===== config.mk =====
export PLATFORM = sky130hd
export DESIGN_NAME = ble_packet_framer
export DESIGN_NICKNAME = d
export VERILOG_FILES = /design/src/rtl/ble_rx_pkg.sv /design/src/rtl/ble_crc24.sv /design/src/rtl/ble_packet_framer.sv
export SDC_FILE = /design/constraint.sdc
export NUM_CORES = 1
export LEC_CHECK = 0
export ABC_AREA = 1
export CAP_MARGIN = 10
export CORE_ASPECT_RATIO = 1.1
export CORE_MARGIN = 5
export CORE_UTILIZATION = 50
export CTS_CLUSTER_SIZE = 24
export DETAILED_ROUTE_END_ITERATION = 12
export PLACE_DENSITY = 0.74
export SLEW_MARGIN = 20
export SYNTH_ARGS = -nofsm -noshare
export SYNTH_HDL_FRONTEND = slang
export SYNTH_SLANG_ARGS = --single-unit

===== constraint.sdc =====
create_clock -name clk -period 13.5 [get_ports clk]
set_clock_uncertainty 0.2 [all_clocks]
set_input_delay 2.7 -clock clk [delete_from_list [all_inputs] [get_ports clk]]
set_output_delay 2.7 -clock clk [all_outputs]
set_load 0.03 [all_outputs]

===== src/rtl/ble_rx_pkg.sv =====
// Shared definitions for the BLE receive path: framer states, CRC polynomial,
// whitening LFSR taps and the default advertising access address.
package ble_rx_pkg;

    typedef enum logic [2:0] {
        ST_IDLE    = 3'd0,
        ST_SEARCH  = 3'd1,
        ST_HEADER  = 3'd2,
        ST_PAYLOAD = 3'd3,
        ST_CRC     = 3'd4
    } state_t;

    // BLE CRC-24 polynomial x^24 + x^10 + x^9 + x^6 + x^4 + x^3 + x + 1
    localparam logic [23:0] CRC_POLY = 24'h00065B;

    // Whitening LFSR x^7 + x^4 + 1: bit 6 is the output and wraps to bit 0,
    // bit 4 takes the feedback XOR
    localparam int WHITEN_TAP_OUT = 6;
    localparam int WHITEN_TAP_FB  = 4;

    // Advertising channel access address
    localparam logic [31:0] ADV_ACCESS_ADDR = 32'h8E89BED6;

endpackage


===== src/rtl/ble_crc24.sv =====
// Serial BLE CRC-24 register: loadable preset, one bit per enabled cycle,
// plus a zero-detect of the value the register is about to take.
module ble_crc24
    import ble_rx_pkg::*;
(
    input  logic        clk,
    input  logic        rst,
    input  logic        load,
    input  logic [23:0] init,
    input  logic        en,
    input  logic        bit_in,
    output logic [23:0] crc,
    output logic        zero_nxt
);

    logic        fb;
    logic [23:0] crc_nxt;

    // Galois-form update; the CRC bits themselves fed MSB-first drive it to zero
    always_comb begin
        fb       = crc[23] ^ bit_in;
        crc_nxt  = {crc[22:0], 1'b0} ^ (fb ? CRC_POLY : 24'h000000);
        zero_nxt = (crc_nxt == 24'h000000);
    end

    // CRC register: preset on load, otherwise advance on each enabled bit
    always_ff @(posedge clk or posedge rst) begin
        if (rst) begin
            crc <= 24'h000000;
        end else if (load) begin
            crc <= init;
        end else if (en) begin
            crc <= crc_nxt;
        end
    end

endmodule


===== src/rtl/ble_packet_framer.sv =====
// BLE receive framer: correlates the access address with a Hamming-distance
// tolerance, dewhitens and deserialises header and payload bytes, checks the
// CRC-24 and reports per-packet status with registered one-cycle pulses.
module ble_packet_framer
    import ble_rx_pkg::*;
#(
    parameter int MAX_PDU_LEN = 37
) (
    input  logic        clk,
    input  logic        rst,
    input  logic        enable,
    input  logic        bit_in,
    input  logic        bit_valid,
    input  logic [31:0] access_addr,
    input  logic [2:0]  aa_threshold,
    input  logic        whiten_en,
    input  logic [5:0]  channel,
    input  logic [23:0] crc_init,
    output logic [7:0]  byte_out,
    output logic        byte_valid,
    output logic        packet_start,
    output logic        packet_done,
    output logic        crc_ok,
    output logic        len_err,
    output logic [7:0]  rx_len,
    output logic        busy
);

    localparam logic [7:0] MAX_LEN = 8'(MAX_PDU_LEN);

    state_t      state;
    logic [31:0] aa_sr;
    logic [5:0]  aa_cnt;      // bits received since entering SEARCH, saturates at 32
    logic [6:0]  lfsr;
    logic [2:0]  bit_cnt;     // bit position within the current byte
    logic [7:0]  byte_sr;
    logic        hdr_second;  // next header byte completed is the length byte
    logic [7:0]  pay_left;    // payload bytes still to receive
    logic [4:0]  crc_cnt;     // received CRC bits

    logic [31:0] aa_sr_nxt;
    logic        aa_full;
    logic        aa_match;
    logic        data_bit;
    logic [7:0]  byte_nxt;
    logic        byte_done;
    logic [6:0]  lfsr_nxt;
    logic [6:0]  lfsr_seed;
    logic        crc_load;
    logic        crc_en;
    logic        crc_zero_nxt;
    logic [23:0] crc_val;

    function automatic logic [5:0] popcount32(input logic [31:0] v);
        logic [5:0] c;
        // NOTE: blocking '=' is right for local temporaries in functions and
        // always_comb; registered state is only ever assigned with '<='.
        c = 6'd0;
        for (int i = 0; i < 32; i++) begin
            c = c + {5'd0, v[i]};
        end
        return c;
    endfunction

    // Correlator window, dewhitening, byte shift and LFSR next-state
    always_comb begin
        aa_sr_nxt = {bit_in, aa_sr[31:1]};
        aa_full   = (aa_cnt >= 6'd31);
        aa_match  = aa_full &&
                    (popcount32(aa_sr_nxt ^ access_addr) <= {3'b000, aa_threshold});
        data_bit  = bit_in ^ (whiten_en & lfsr[WHITEN_TAP_OUT]);
        byte_nxt  = {data_bit, byte_sr[7:1]};
        byte_done = (bit_cnt == 3'd7);
        lfsr_nxt  = {lfsr[5:0], lfsr[WHITEN_TAP_OUT]};
        lfsr_nxt[WHITEN_TAP_FB] = lfsr[WHITEN_TAP_FB-1] ^ lfsr[WHITEN_TAP_OUT];
        lfsr_seed = {channel[0], channel[1], channel[2], channel[3],
                     channel[4], channel[5], 1'b1};
        crc_load  = enable && bit_valid && (state == ST_SEARCH) && aa_match;
        crc_en    = enable && bit_valid &&
                    ((state == ST_HEADER) || (state == ST_PAYLOAD) || (state == ST_CRC));
    end

    ble_crc24 u_crc (
        .clk      (clk),
        .rst      (rst),
        .load     (crc_load),
        .init     (crc_init),
        .en       (crc_en),
        .bit_in   (data_bit),
        .crc      (crc_val),
        .zero_nxt (crc_zero_nxt)
    );

    // Framer state machine, datapath registers and registered status outputs
    always_ff @(posedge clk or posedge rst) begin
        if (rst) begin
            state        <= ST_IDLE;
            aa_sr        <= 32'd0;
            aa_cnt       <= 6'd0;
            lfsr         <= 7'd0;
            bit_cnt      <= 3'd0;
            byte_sr      <= 8'd0;
            hdr_second   <= 1'b0;
            pay_left     <= 8'd0;
            crc_cnt      <= 5'd0;
            byte_out     <= 8'd0;
            byte_valid   <= 1'b0;
            packet_start <= 1'b0;
            packet_done  <= 1'b0;
            crc_ok       <= 1'b0;
            len_err      <= 1'b0;
            rx_len       <= 8'd0;
            busy         <= 1'b0;
        end else begin
            byte_valid   <= 1'b0;
            packet_start <= 1'b0;
            packet_done  <= 1'b0;
            len_err      <= 1'b0;

            if (!enable) begin
                // Abandon any packet; byte_out, rx_len and crc_ok keep their values
                state   <= ST_IDLE;
                aa_sr   <= 32'd0;
                aa_cnt  <= 6'd0;
                bit_cnt <= 3'd0;
                byte_sr <= 8'd0;
                busy    <= 1'b0;
            end else begin
                case (state)
                    ST_IDLE: begin
                        state <= ST_SEARCH;
                    end

                    ST_SEARCH: begin
                        if (bit_valid) begin
                            if (aa_match) begin
                                packet_start <= 1'b1;
                                crc_ok       <= 1'b0;
                                busy         <= 1'b1;
                                state        <= ST_HEADER;
                                aa_sr        <= 32'd0;
                                aa_cnt       <= 6'd0;
                                lfsr         <= lfsr_seed;
                                bit_cnt      <= 3'd0;
                                byte_sr      <= 8'd0;
                                hdr_second   <= 1'b0;
                                crc_cnt      <= 5'd0;
                            end else begin
                                aa_sr <= aa_sr_nxt;
                                if (aa_cnt != 6'd32) begin
                                    aa_cnt <= aa_cnt + 6'd1;
                                end
                            end
                        end
                    end

                    ST_HEADER, ST_PAYLOAD: begin
                        if (bit_valid) begin
                            lfsr    <= lfsr_nxt;
                            byte_sr <= byte_nxt;
                            bit_cnt <= bit_cnt + 3'd1;
                            if (byte_done) begin
                                byte_out   <= byte_nxt;
                                byte_valid <= 1'b1;
                                if (state == ST_HEADER) begin
                                    if (!hdr_second) begin
                                        hdr_second <= 1'b1;
                                    end else begin
                                        rx_len   <= byte_nxt;
                                        pay_left <= byte_nxt;
                                        if (byte_nxt > MAX_LEN) begin
                                            len_err <= 1'b1;
                                            busy    <= 1'b0;
                                            state   <= ST_SEARCH;
                                        end else if (byte_nxt == 8'd0) begin
                                            state <= ST_CRC;
                                        end else begin
                                            state <= ST_PAYLOAD;
                                        end
                                    end
                                end else begin
                                    pay_left <= pay_left - 8'd1;
                                    if (pay_left == 8'd1) begin
                                        state <= ST_CRC;
                                    end
                                end
                            end
                        end
                    end

                    ST_CRC: begin
                        if (bit_valid) begin
                            lfsr    <= lfsr_nxt;
                            crc_cnt <= crc_cnt + 5'd1;
                            if (crc_cnt == 5'd23) begin
                                crc_ok      <= crc_zero_nxt;
                                packet_done <= 1'b1;
                                busy        <= 1'b0;
                                state       <= ST_SEARCH;
                            end
                        end
                    end

                    default: begin
                        state <= ST_IDLE;
                    end
                endcase
            end
        end
    end

endmodule


==> results.md <==
- Setup Buffers After CTS: 0
- Setup TNS: 0 ns
- Post-synth EDFFs: 0
- Post-DRT Antenna Nets: 0
- Initial Utilization: 50.4%
- Global route total overflow: 0
- Max Slew Vio Count: 0
- PortBufs: 92
- First-pass GRT wire length: 25500 µm
- Antenna cells: 0
- Crit path max fanout: 33
- M1 GR Usage: 26.2%
- TritonCTS clock tree: built
- Cts hold-fix bufs: 0
- Die Span Y: 133 µm
- Drt wl/cell: 13.5 µm
- Initial antenna violation count: 0
- Total power: 1760 µW
- H-tree depth: 4
- GR Layer Usage met2: 31.8%
- Sequential area share after synthesis: 42.6%
- Worst vdd ir: 0.168 mV
- Grt met3 use: 5.13%
- Dominant cell type by area after synthesis: dfrtp_1
- Slowest cell on the critical path: nand2_1
- Final setup viols: 0
- Ys async rst share: 100%
- Final Hold Fails: 0
- Critical path launch point: access_addr[19]
- Clock Sinks: 117
- Synth top area share: 42.6%
- Core area: 13600 µm²
- Grt peak-use layer: met2
- Fin Hold WS: 0.273 ns
- Share of layout cells above drive strength 1: 7.06%
- Residual DRC count: 0
- Syn Inst Count: 833
- Distinct cells, synth: 34
- Unrepaired setup endpoints after global routing: false
- Synth Flop Type: dfrtp_1
- Synthesized area: 6870 µm²
- Initial DRC Count: 395
- Number of synthesized register bits: 117
- Synth cell count leaders: 255 x nand2_1, 117 x dfrtp_1, 97 x inv_1
- Worst hold path class: register to register
- Vias per inst: 4.96
- Syn Nets: 946
- Flop-to-flop setup slack: 6.55 ns
- Maxcap violations: 0
- Die area: 16200 µm²
- Clock transition at path regs: 0.05 ns
- Routability cong.: 0.840
- Worst slew margin: 38.9%
- Power per cell area: 206 nW/µm²
- Critical Path RT: 13.59 ns
- TritonCTS Buffers: 17
- Reg2Reg Launch Point: aa_sr[20]
- DRT Pass-1 Iters: 6
- Most frequent cell after synthesis: nand2_1
- Vias in the first global route: 5386
- YS warnings: 0
- Worst setup path class: input port to register
- Crit path largest cell delay: 0.71 ns
- CTS root buffer: clkbuf_16
- Overall global routing resource usage: 19.7%
- P_leak: 0.00409 µW
- Tcrit/Tclk final: 68.5%
- Worst Path Buf+Inv: 7
- Synthesis-to-layout area growth: 24.2%
- Syn Area/Cell: 8.25 µm²
- Largest net degree at the start of global routing: 79
- CTS Buffer Depth: 2
- HPWL after detailed placement: 10900 µm
- Crit end category: register
- Minimum clock period: 9.25 ns
- Hold Crit Start: bit_cnt[1]
- Top Family by Delay on Critical Path: adder cells
- Worst-Margin Slew: 0.914 ns
- Drt total wl: 15200 µm
- Post-CTS sizing: 0
- Max Freq: 108 MHz
- Critical Path Most Common Cell: fa_1
- Via count: 5567
- Final nets: 1036
- Skew-Pair Late Insertion Delay: 0.41 ns
- # fillers: 1179
- Row count: 45
- Number of I/O pins: 93
- Worst Setup Start Kind: input port
- Status: finished, final reports clean
- DIE WIDTH: 122 µm
- Largest cells by area after synthesis: dfrtp_1 43%, nand2_1 14%, fa_1 7.0%, o21ai_0 6.3%, inv_1 5.3%
- CP arrival: 9.34 ns
[routing by layer]
| layer | routed length [µm] | part of all wire, % |
|---|---|---|
| met1 | 6810 | 45 |
| met3 | 744 | 4.9 |
| met5 | 0 | 0 |
| met2 | 7380 | 49 |
| met4 | 216 | 1.4 |
[worst register-to-register path, delay by kind of cell, from the launching register on]
family        cells  cell delay, ns
fa+ha+maj         9            4.02
flops             1            0.41
buf+inv           6            0.45
xor+xnor          1            0.23
simple gates      9            1.50
[cell usage in the layout, fill, tap and decap left out, drive strengths merged]
cell type      count
xor2              18
clkdlybuf4s50     92
clkinv             6
clkbuf            21
nor3b              1
nor4               3
nor2              67
dfrtp            117
nor3               5
fa                24
xnor2             29
buf                2
bufinv             4
o211ai            12
nand4             10
nand2            262
o21ai             93
a211oi             1
mux2               6
a21oi              7
ha                18
nand3             34
inv              102
nand3b             1
[through the flow]
| step | setup WS, ns | utilization [%] | instance area (µm²) | cells |
|---|---|---|---|---|
| floorplan | 5.31 | - | 6870 | 833 |
| global placement | 3.92 | 58.1 | 7920 | 1092 |
| detailed placement | 3.81 | 58.1 | 7920 | 1092 |
| CTS | 4.21 | 62.6 | 8530 | 1123 |
| global route | 3.73 | 62.6 | 8540 | 1123 |
| finish | 4.25 | 62.6 | 8540 | 1123 |
[final timing paths]
check,endpoint,depth (start not counted)
worst max-delay path,aa_cnt[3],26
worst min-delay path,bit_cnt[1],2
worst max register to register,aa_cnt[3],25
worst min register to register,bit_cnt[1],2
max in group asynchronous,u_crc.crc[2],3
min in group asynchronous,aa_sr[20],2
[report_power, final]
part | internal, µW | leakage [µW] | switching (µW)
clock network | 316 | 0.000306 | 152
logic | 342 | 0.00223 | 491
registers | 407 | 0.00155 | 48.1
total | 1060 | 0.00409 | 691
[kinds of logic (layout without fill, tap and decap cells)]
logic type / after synthesis / in the layout / synth area share [%]
simple gates: 383 / 383 / 23.9
buf+inv: 125 / 227 / 7.55
flops: 117 / 117 / 42.6
compound gates: 113 / 113 / 8.76
xor+xnor: 47 / 47 / 5.99
fa+ha+maj: 42 / 42 / 10.3
mux: 6 / 6 / 0.983
[state kept, by name (all words and copies together), names as in the netlist]
| name | count |
|---|---|
| pay_left | 8 |
| byte_out | 8 |
| state | 3 |
| lfsr | 7 |
| hdr_second | 1 |
| crc_ok | 1 |
| packet_start | 1 |
| byte_valid | 1 |
| byte_sr | 7 |
| rx_len | 8 |
| busy | 1 |
| aa_sr | 31 |
| aa_cnt | 6 |
| crc_cnt | 5 |
| packet_done | 1 |
| u_crc.crc | 24 |
| bit_cnt | 3 |
| len_err | 1 |
[area by class of cell]
cell class	count	area, µm²	area share (%)
Clock inverter	10	154	1.80
Inverter	102	388	4.54
Clock buffer	21	460	5.39
Multi-Input combinational cell	591	3430	40.2
Sequential cell	117	2930	34.3
Tap cell	188	235	2.76
Timing Repair Buffer	94	940	11.0
No activity file was read; power rests on OpenSTA's default activity.
